==> src/rtl/stream_loader.sv <==
// Command-driven stream loader: stages streamed words for the accelerator and
// commits each completed weight row to the selected memory with a one-cycle write.
module stream_loader #(
    parameter int DATA_WIDTH    = 4,
    parameter int COUNTER_WIDTH = 16,
    parameter int X_WORDS       = 768,
    parameter int W_WORDS       = 64,
    parameter int MAX_ADDR_W    = 12,
    parameter int WORD_ADDR_W   = 10,
    parameter int PARK_ADDR     = 2**WORD_ADDR_W - 1
) (
    input  logic                     clk,
    input  logic                     rst,
    input  logic                     cmd_valid,
    output logic                     cmd_ready,
    input  logic [2:0]               cmd_sel,
    input  logic [MAX_ADDR_W-1:0]    cmd_base,
    input  logic [COUNTER_WIDTH-1:0] cmd_rows,
    input  logic                     s_valid,
    output logic                     s_ready,
    input  logic [DATA_WIDTH-1:0]    s_data,
    output logic [DATA_WIDTH-1:0]    data_in,
    output logic [WORD_ADDR_W-1:0]   wrd_addr,
    output logic [2:0]               mem_sel,
    output logic [MAX_ADDR_W-1:0]    mem_addr,
    output logic                     mem_en,
    output logic                     mem_wr,
    output logic                     busy,
    output logic                     done,
    output logic                     err
);

    // state  | meaning
    // IDLE   | waiting for a command, cmd_ready high
    // LOAD   | accepting stream beats into the staging buffer
    // SETTLE | last staged word presented for one cycle
    // WRITE  | one-cycle memory write of the staged row
    // FIN    | done pulse, then back to IDLE
    typedef enum logic [2:0] {
        IDLE   = 3'd0,
        LOAD   = 3'd1,
        SETTLE = 3'd2,
        WRITE  = 3'd3,
        FIN    = 3'd4
    } state_t;

    localparam int MAX_WORDS = (X_WORDS > W_WORDS) ? X_WORDS : W_WORDS;

    if (PARK_ADDR < MAX_WORDS || PARK_ADDR > 2**WORD_ADDR_W - 1) begin : g_bad_park
        $error("stream_loader: PARK_ADDR must be >= max(X_WORDS, W_WORDS) and fit in WORD_ADDR_W bits");
    end

    localparam logic [2:0]             SEL_X   = 3'd6;
    localparam logic [2:0]             SEL_BAD = 3'd7;
    localparam logic [WORD_ADDR_W-1:0] PARK    = WORD_ADDR_W'(PARK_ADDR);
    localparam logic [WORD_ADDR_W-1:0] X_LAST  = WORD_ADDR_W'(X_WORDS - 1);
    localparam logic [WORD_ADDR_W-1:0] W_LAST  = WORD_ADDR_W'(W_WORDS - 1);
    localparam logic [WORD_ADDR_W-1:0] WORD_ONE = WORD_ADDR_W'(1);
    localparam logic [COUNTER_WIDTH:0] ROW_ONE  = (COUNTER_WIDTH+1)'(1);

    state_t                   state;
    logic                     is_x;
    logic [MAX_ADDR_W-1:0]    base_q;
    logic [COUNTER_WIDTH-1:0] rows_q;
    logic [WORD_ADDR_W-1:0]   word_cnt;
    logic [COUNTER_WIDTH-1:0] row_cnt;

    logic [WORD_ADDR_W-1:0]   last_idx;
    logic [COUNTER_WIDTH:0]   row_nxt;
    logic [MAX_ADDR_W-1:0]    row_off;

    assign last_idx = is_x ? X_LAST : W_LAST;
    assign row_nxt  = {1'b0, row_cnt} + ROW_ONE;
    // Address arithmetic wraps naturally at the memory address width.
    assign row_off  = MAX_ADDR_W'(row_cnt);

    always_ff @(posedge clk or posedge rst) begin
        if (rst) begin
            state     <= IDLE;
            cmd_ready <= 1'b1;
            s_ready   <= 1'b0;
            busy      <= 1'b0;
            done      <= 1'b0;
            err       <= 1'b0;
            mem_en    <= 1'b0;
            mem_wr    <= 1'b0;
            data_in   <= '0;
            mem_addr  <= '0;
            mem_sel   <= '0;
            wrd_addr  <= PARK;
            word_cnt  <= '0;
            row_cnt   <= '0;
            is_x      <= 1'b0;
            base_q    <= '0;
            rows_q    <= '0;
        end else begin
            done   <= 1'b0;
            err    <= 1'b0;
            mem_en <= 1'b0;
            mem_wr <= 1'b0;
            case (state)
                IDLE: begin
                    if (cmd_valid && cmd_ready) begin
                        if (cmd_sel == SEL_BAD) begin
                            err <= 1'b1;
                        end else if (cmd_sel != SEL_X && cmd_rows == '0) begin
                            state     <= FIN;
                            done      <= 1'b1;
                            busy      <= 1'b1;
                            cmd_ready <= 1'b0;
                        end else begin
                            is_x      <= (cmd_sel == SEL_X);
                            base_q    <= cmd_base;
                            rows_q    <= cmd_rows;
                            word_cnt  <= '0;
                            row_cnt   <= '0;
                            mem_sel   <= cmd_sel;
                            state     <= LOAD;
                            s_ready   <= 1'b1;
                            busy      <= 1'b1;
                            cmd_ready <= 1'b0;
                        end
                    end
                end
                LOAD: begin
                    if (s_valid && s_ready) begin
                        data_in  <= s_data;
                        wrd_addr <= word_cnt;
                        word_cnt <= word_cnt + WORD_ONE;
                        if (word_cnt == last_idx) begin
                            state   <= SETTLE;
                            s_ready <= 1'b0;
                        end
                    end else begin
                        // Stall cycles park the index so staging is not rewritten.
                        wrd_addr <= PARK;
                    end
                end
                SETTLE: begin
                    wrd_addr <= PARK;
                    if (is_x) begin
                        state <= FIN;
                        done  <= 1'b1;
                    end else begin
                        state    <= WRITE;
                        mem_en   <= 1'b1;
                        mem_wr   <= 1'b1;
                        mem_addr <= base_q + row_off;
                    end
                end
                WRITE: begin
                    row_cnt  <= row_nxt[COUNTER_WIDTH-1:0];
                    word_cnt <= '0;
                    if (row_nxt < {1'b0, rows_q}) begin
                        state   <= LOAD;
                        s_ready <= 1'b1;
                    end else begin
                        state <= FIN;
                        done  <= 1'b1;
                    end
                end
                FIN: begin
                    state     <= IDLE;
                    busy      <= 1'b0;
                    cmd_ready <= 1'b1;
                end
                default: begin
                    state     <= IDLE;
                    s_ready   <= 1'b0;
                    busy      <= 1'b0;
                    cmd_ready <= 1'b1;
                    wrd_addr  <= PARK;
                end
            endcase
        end
    end

endmodule

==> config.mk <==
export PLATFORM = sky130hd
export DESIGN_NAME = stream_loader
export DESIGN_NICKNAME = d
export VERILOG_FILES = /design/src/rtl/stream_loader.sv
export SDC_FILE = /design/constraint.sdc
export NUM_CORES = 1
export LEC_CHECK = 0
export ABC_AREA = 0
export CAP_MARGIN = 40
export CORE_MARGIN = 5
export CORE_UTILIZATION = 55
export CTS_CLUSTER_DIAMETER = 30
export DETAILED_ROUTE_END_ITERATION = 16
export GPL_TIMING_DRIVEN = 0
export PLACE_DENSITY = 0.81
export SETUP_SLACK_MARGIN = 0.5
export SLEW_MARGIN = 20
export SYNTH_ARGS = -nofsm -noshare
export SYNTH_HDL_FRONTEND = slang
export SYNTH_SLANG_ARGS = --single-unit
==> constraint.sdc <==
create_clock -name clk -period 3.3 [get_ports clk]
set_input_delay 0.66 -clock clk [delete_from_list [all_inputs] [get_ports clk]]
set_output_delay 0.66 -clock clk [all_outputs]
set_load 0.005 [all_outputs]
## Word-level counts from Yosys, hierarchy flattened

Index checks and enable logic that the tools add are counted.

- $lt $le $gt $ge: 1
- Equal/unequal tests: 14
- Mux-type cells: 44
- Add/sub/neg operators: 3
- Reduce and logical (&&, ||, !) cells: 18
- Bitwise operators: 5

Operator list:

| operator | count |
|---|---|
| 2-to-1 mux 10 bit | 6 |
| 2-to-1 mux 16 bit | 3 |
| case mux 16 bit (2 select lines) | 1 |
| case mux 10 bit (3 select lines) | 1 |
| 2-to-1 mux 3 bit | 7 |
| 2-to-1 mux 1 bit | 20 |
| case mux 10 bit (2 select lines) | 1 |
| adder 16 x 1 -> 17 bit, second input constant | 1 |
| < comparator 17 x 16 -> 1 bit | 1 |
| logical NOT 16 bit | 1 |
| adder 12 bit | 1 |
| != test 2 bit, second input constant | 6 |
| case mux 3 bit (4 select lines) | 1 |
| AND reduction 4 bit | 3 |
| adder 10 x 1 -> 10 bit, second input constant | 1 |
| equality test 10 bit | 1 |
| equality test 3 bit, second input constant | 3 |
| AND reduction 7 bit | 1 |
| equality test 3 x 2 -> 1 bit, second input constant | 2 |
| OR reduction 3 bit | 2 |
| NOT 1 bit | 5 |
| AND reduction 5 bit | 1 |
| case mux 1 bit (2 select lines) | 2 |
| case mux 1 bit (4 select lines) | 1 |
| other kinds (10) | 13 |

- Logic and storage cells: 101
- Output and inout port bits: 36
- Bits of input ports: 39
- Bits in registers: 93

## Longest topological paths before layout

Gate-level depths: netlist of run 1.

- Depth in word-level cells: 6
- Mapped depth: 13

## Least setup slack after synthesis of run 1

Ideal clock, no wire load.

- Path kind: register to register
- From: reg row_cnt[0]
- To: reg state[0]
- Clock period less this slack: 3043 ps
- Stages on the path, launching flop included: 13
- Library setup time: 126 ps
- Setup slack: 257 ps
- Data arrival time: 2917 ps
- Cell sequence: dfrtp_1 ha_1 nand3_1 nor3_1 and3_1 buf_2 nand3_1 xnor2_1 ha_1 nand3_1 a2111oi_0 nor3_1 a221o_1

- Cells in the longest elaborated chain, start to end: 4

RTL lines:

| element | line | source |
|---|---|---|
| start: declaration | 66 | `logic [COUNTER_WIDTH-1:0] row_cnt;` |
| start signal: assignment | 152 | `row_cnt <= row_nxt[COUNTER_WIDTH-1:0];` |
| adder 16 x 1 -> 17 bit | 73 | `assign row_nxt = {1'b0, row_cnt} + ROW_ONE;` |
| < comparator 17 x 16 -> 1 bit | 154 | `if (row_nxt < {1'b0, rows_q}) begin` |
| 2-to-1 mux 3 bit | 154 |  |
| case mux 3 bit (4 select lines) | 101 | `case (state)` |
| end signal: assignment | 79 | `state <= IDLE;` |
| end signal: assignment | 155 | `state <= LOAD;` |
| end signal: assignment | 158 | `state <= FIN;` |
| end: declaration | 61 | `state_t state;` |

Every way passes these cells.
A chain may end at the register's enable or synchronous reset.

## Worst setup path after layout of run 1

- From: reg row_cnt[1]
- To: reg state[0]

The elaborated chain is that of the path after synthesis.

==> results of run 1 <==
-- worst paths after layout --
kind	to	slack [ps]	cells past startpoint
max in group asynchronous	wrd_addr[2]	2030	3
min in group asynchronous	data_in[1]	670	2
setup / recovery	state[0]	450	13
hold reg to reg	data_in[0]	480	2
hold / removal	data_in[0]	480	2
setup reg to reg	state[0]	450	13
-- timing repair --
| item | in CTS | in global routing |
|---|---|---|
| resized for setup | 27 | 10 |
| endpoints found under the setup margin | 4 | 4 |
| pin swaps | 8 | 15 |
| setup buffers | 8 | 15 |
-- flip-flops by register name, summed over array words and instances (netlist names), 3 cells and up --
signal,count
base_q,12
row_cnt,16
mem_sel,3
rows_q,16
data_in,4
wrd_addr,10
state,3
mem_addr,12
word_cnt,10
-- layer usage --
metal / track usage / vias up / share of wire
li1: - / 2025 / -
met1: 0.289 / 2107 / 0.42
met2: 0.376 / 141 / 0.51
met3: 0.0367 / 26 / 0.049
met4: 0.0768 / 0 / 0.016
met5: 0 / - / 0
-- stage by stage --
step	cells	instance area, µm²
after floorplan	506	5060
after global placement	688	5940
after detailed placement	691	6010
after CTS	715	6380
after global routing	730	6550
final	730	6550
-- synthesized netlist by cell type, types with 3 or more instances --
cell type and number:
o22a_1 9, and2_1 3, nor3_1 7, buf_6 5, a21oi_1 38, a21o_1 11
o21a_1 12, nor2b_1 3, xor2_1 12, nor2_2 3, buf_2 4, a211oi_1 5
or3_1 3, nand3_1 11, o31ai_1 3, nor2_1 25, and3_1 10, dfstp_2 11
mux2_4 16, or4_1 3, inv_1 26, o21ai_1 8, o21ai_0 34, xnor2_1 9
nand2b_1 5, dfrtp_1 82, clkbuf_1 14, nand4_1 5, nand2_1 60, a31oi_1 13
ha_1 28
-- worst max-delay path: cells and delay by family, from the launching register on --
family	cells	cell delay [ps]
AND/OR/NAND/NOR	6	790
AO/OA/AOI/OAI	2	620
adder cells (fa/ha/maj)	2	510
flip-flops	1	410
buffers and inverters	2	270
XOR/XNOR	1	150
-- area by class of cell --
type | instances | area share
buffer | 25 | 0.0245
clock buffer | 11 | 0.0216
clock inverter | 5 | 0.00898
inverter | 26 | 0.0155
multi-input combinational | 362 | 0.400
sequential | 93 | 0.359
tap | 108 | 0.0206
timing repair buffer | 100 | 0.150
-- power by group through the flow --
stage               registers [µW]  clock network (µW)  logic, µW
floorplan                     1780                   0       1320
global placement              1830                   0       1820
detailed placement            1850                   0       1910
CTS                           1830                 799       2080
global route                  1880                 842       2440
finish                        1830                 792       2190
-- kinds of logic after synthesis --
logic type / after synthesis / synth area share
AO/OA/AOI/OAI: 150 / 0.190
AND/OR/NAND/NOR: 145 / 0.137
flip-flops: 93 / 0.465
buffers and inverters: 51 / 0.0480
adder cells (fa/ha/maj): 29 / 0.0736
XOR/XNOR: 21 / 0.0366
multiplexers: 17 / 0.0498
==> impl_metrics.toml, run 1 <==
[status]
status = "completed"

[job]
drv_cap = 0

[synth]
synthCells = 506
yosysSeqAreaShare = 0.465
ys.flop_type = "dfrtp_1"
ys_types = 55
synth_edf_count = 0
ys_seq_elements = 93
syn_area_um2 = 5030
ys_warn_count = 0
syn_avg_cell_area_um2 = 9.94
synth_top_area_frac = 0.408
yosys-top-cells-area = "dfrtp_1 (41%), ha_1 (7.0%), dfstp_2 (5.7%)"
synth_area_leader_cell = "dfrtp_1"
synthArstFlopShare = 1.00
syn_nets = 574

[power_and_ir_drop]
p_sw_uw = 1770
power.leakage_uw = 0.00295
powerDensity_nw_per_um2 = 736
p_int_uw = 3050
comb_power_share = 0.455
p_total_uw = 4820
clkPwrFrac = 0.164
ir_drop_mv = 0.420
pwr-share-seq = 0.380
swShare = 0.366

[setup_path]
cp_common_cell = "nand3_4"
startpoint = "row_cnt[1]"
crit_path_end_kind = "flip-flop"
crit_chain = "ha_4 > nand3_4 > nor3_4 > and3_4 > buf_6 > nand3_4 > xnor2_1 > ha_1 > nand3_2 > a2111oi_4 > nor3_2 > buf_4 > a221o_1"
cp_slowest_cell = "dfrtp_1"
worstPathRequired_ps = 3550
arrival_ps = 3100
cp_max_fo = 5
r2r_start = "row_cnt[1]"
worstSetupPathType = "reg2reg"
critPathMaxStageDelay_ps = 410
start_kind = "flip-flop"

[global_routing]
grt_max_degree = 33
grt_util_all_layers = 0.221
grt_pass1_vias = 4149
overflow = 0
grt_first_pass_wirelength_um = 20200
grt_antenna_before_repair = 0

[sta]
period_share = 0.864
setup_viol = 0
period_needed_ps = 2850
rsz0062_at_grt = "true"
fin_hold_ws_ps = 480
worstMarginPinSlew_ps = 731
tns_ps = 0
fmax_mhz = 351
finalMaxSlewViolations = 0
slew_headroom = 0.511
skew_ps = 13.3
worst_slack_ps = 449
hold_viol_final = 0

[clock_tree]
holdBufCountCts = 0
cts_tree = "done"
cts_buffer_depth = 2
htreeDepth = 3
cts_made_buffers = 9
clk_pin_slew_worst_paths_ps = 100
clock_latency_ps = 360
cts_root_buf = "clkbuf_8"
cts_num_sinks = 93

[floorplanning]
design.core.area_um2 = 8810
boundaryPins = 75
start_util = 0.571
die_area_um2 = 11200
die_y_um = 106
num_rows = 34
die_width_um = 106

[drt]
postRouteAntennaNets = 0
wl_um = 12900
drt_iter0_drc = 229
route.detailed.drc = 0
vias = 4299
firstDrtPassIters = 5
viasPerCell = 5.89
wl_per_cell_um = 17.6

[layout]
fillCellCount = 603
layout_common_cells = "dfrtp_1 (74), clkdlybuf4s50_1 (74), nand2_1 (60)"
seq_area_um2 = 2350
drive_above_1_share = 0.188
syn_to_final_growth_pct = 30.1
nets = 685
final_util = 0.743
diodes = 0
multi_input_area_um2 = 2620

[placement]
dp.final_hpwl_um = 9000
port-buffer-count = 74
gp_congestion = 0.828
pre_cts_ws_ps = -115

[hold_path]
min_path_type = "reg2reg"
worstHoldStart = "data_in[0]"
No activity file was read; power rests on OpenSTA's default activity.
==> inputs of run 2 (changes only) <==
--- a/config.mk
+++ b/config.mk
@@ -12,6 +12,7 @@
 export CTS_CLUSTER_DIAMETER = 30
 export DETAILED_ROUTE_END_ITERATION = 16
 export GPL_TIMING_DRIVEN = 0
+export HOLD_SLACK_MARGIN = 0.02
 export PLACE_DENSITY = 0.81
 export SETUP_SLACK_MARGIN = 0.5
 export SLEW_MARGIN = 20
==> results of run 2 <==
The final DEF is identical to that of run 1; final timing and power are the same.
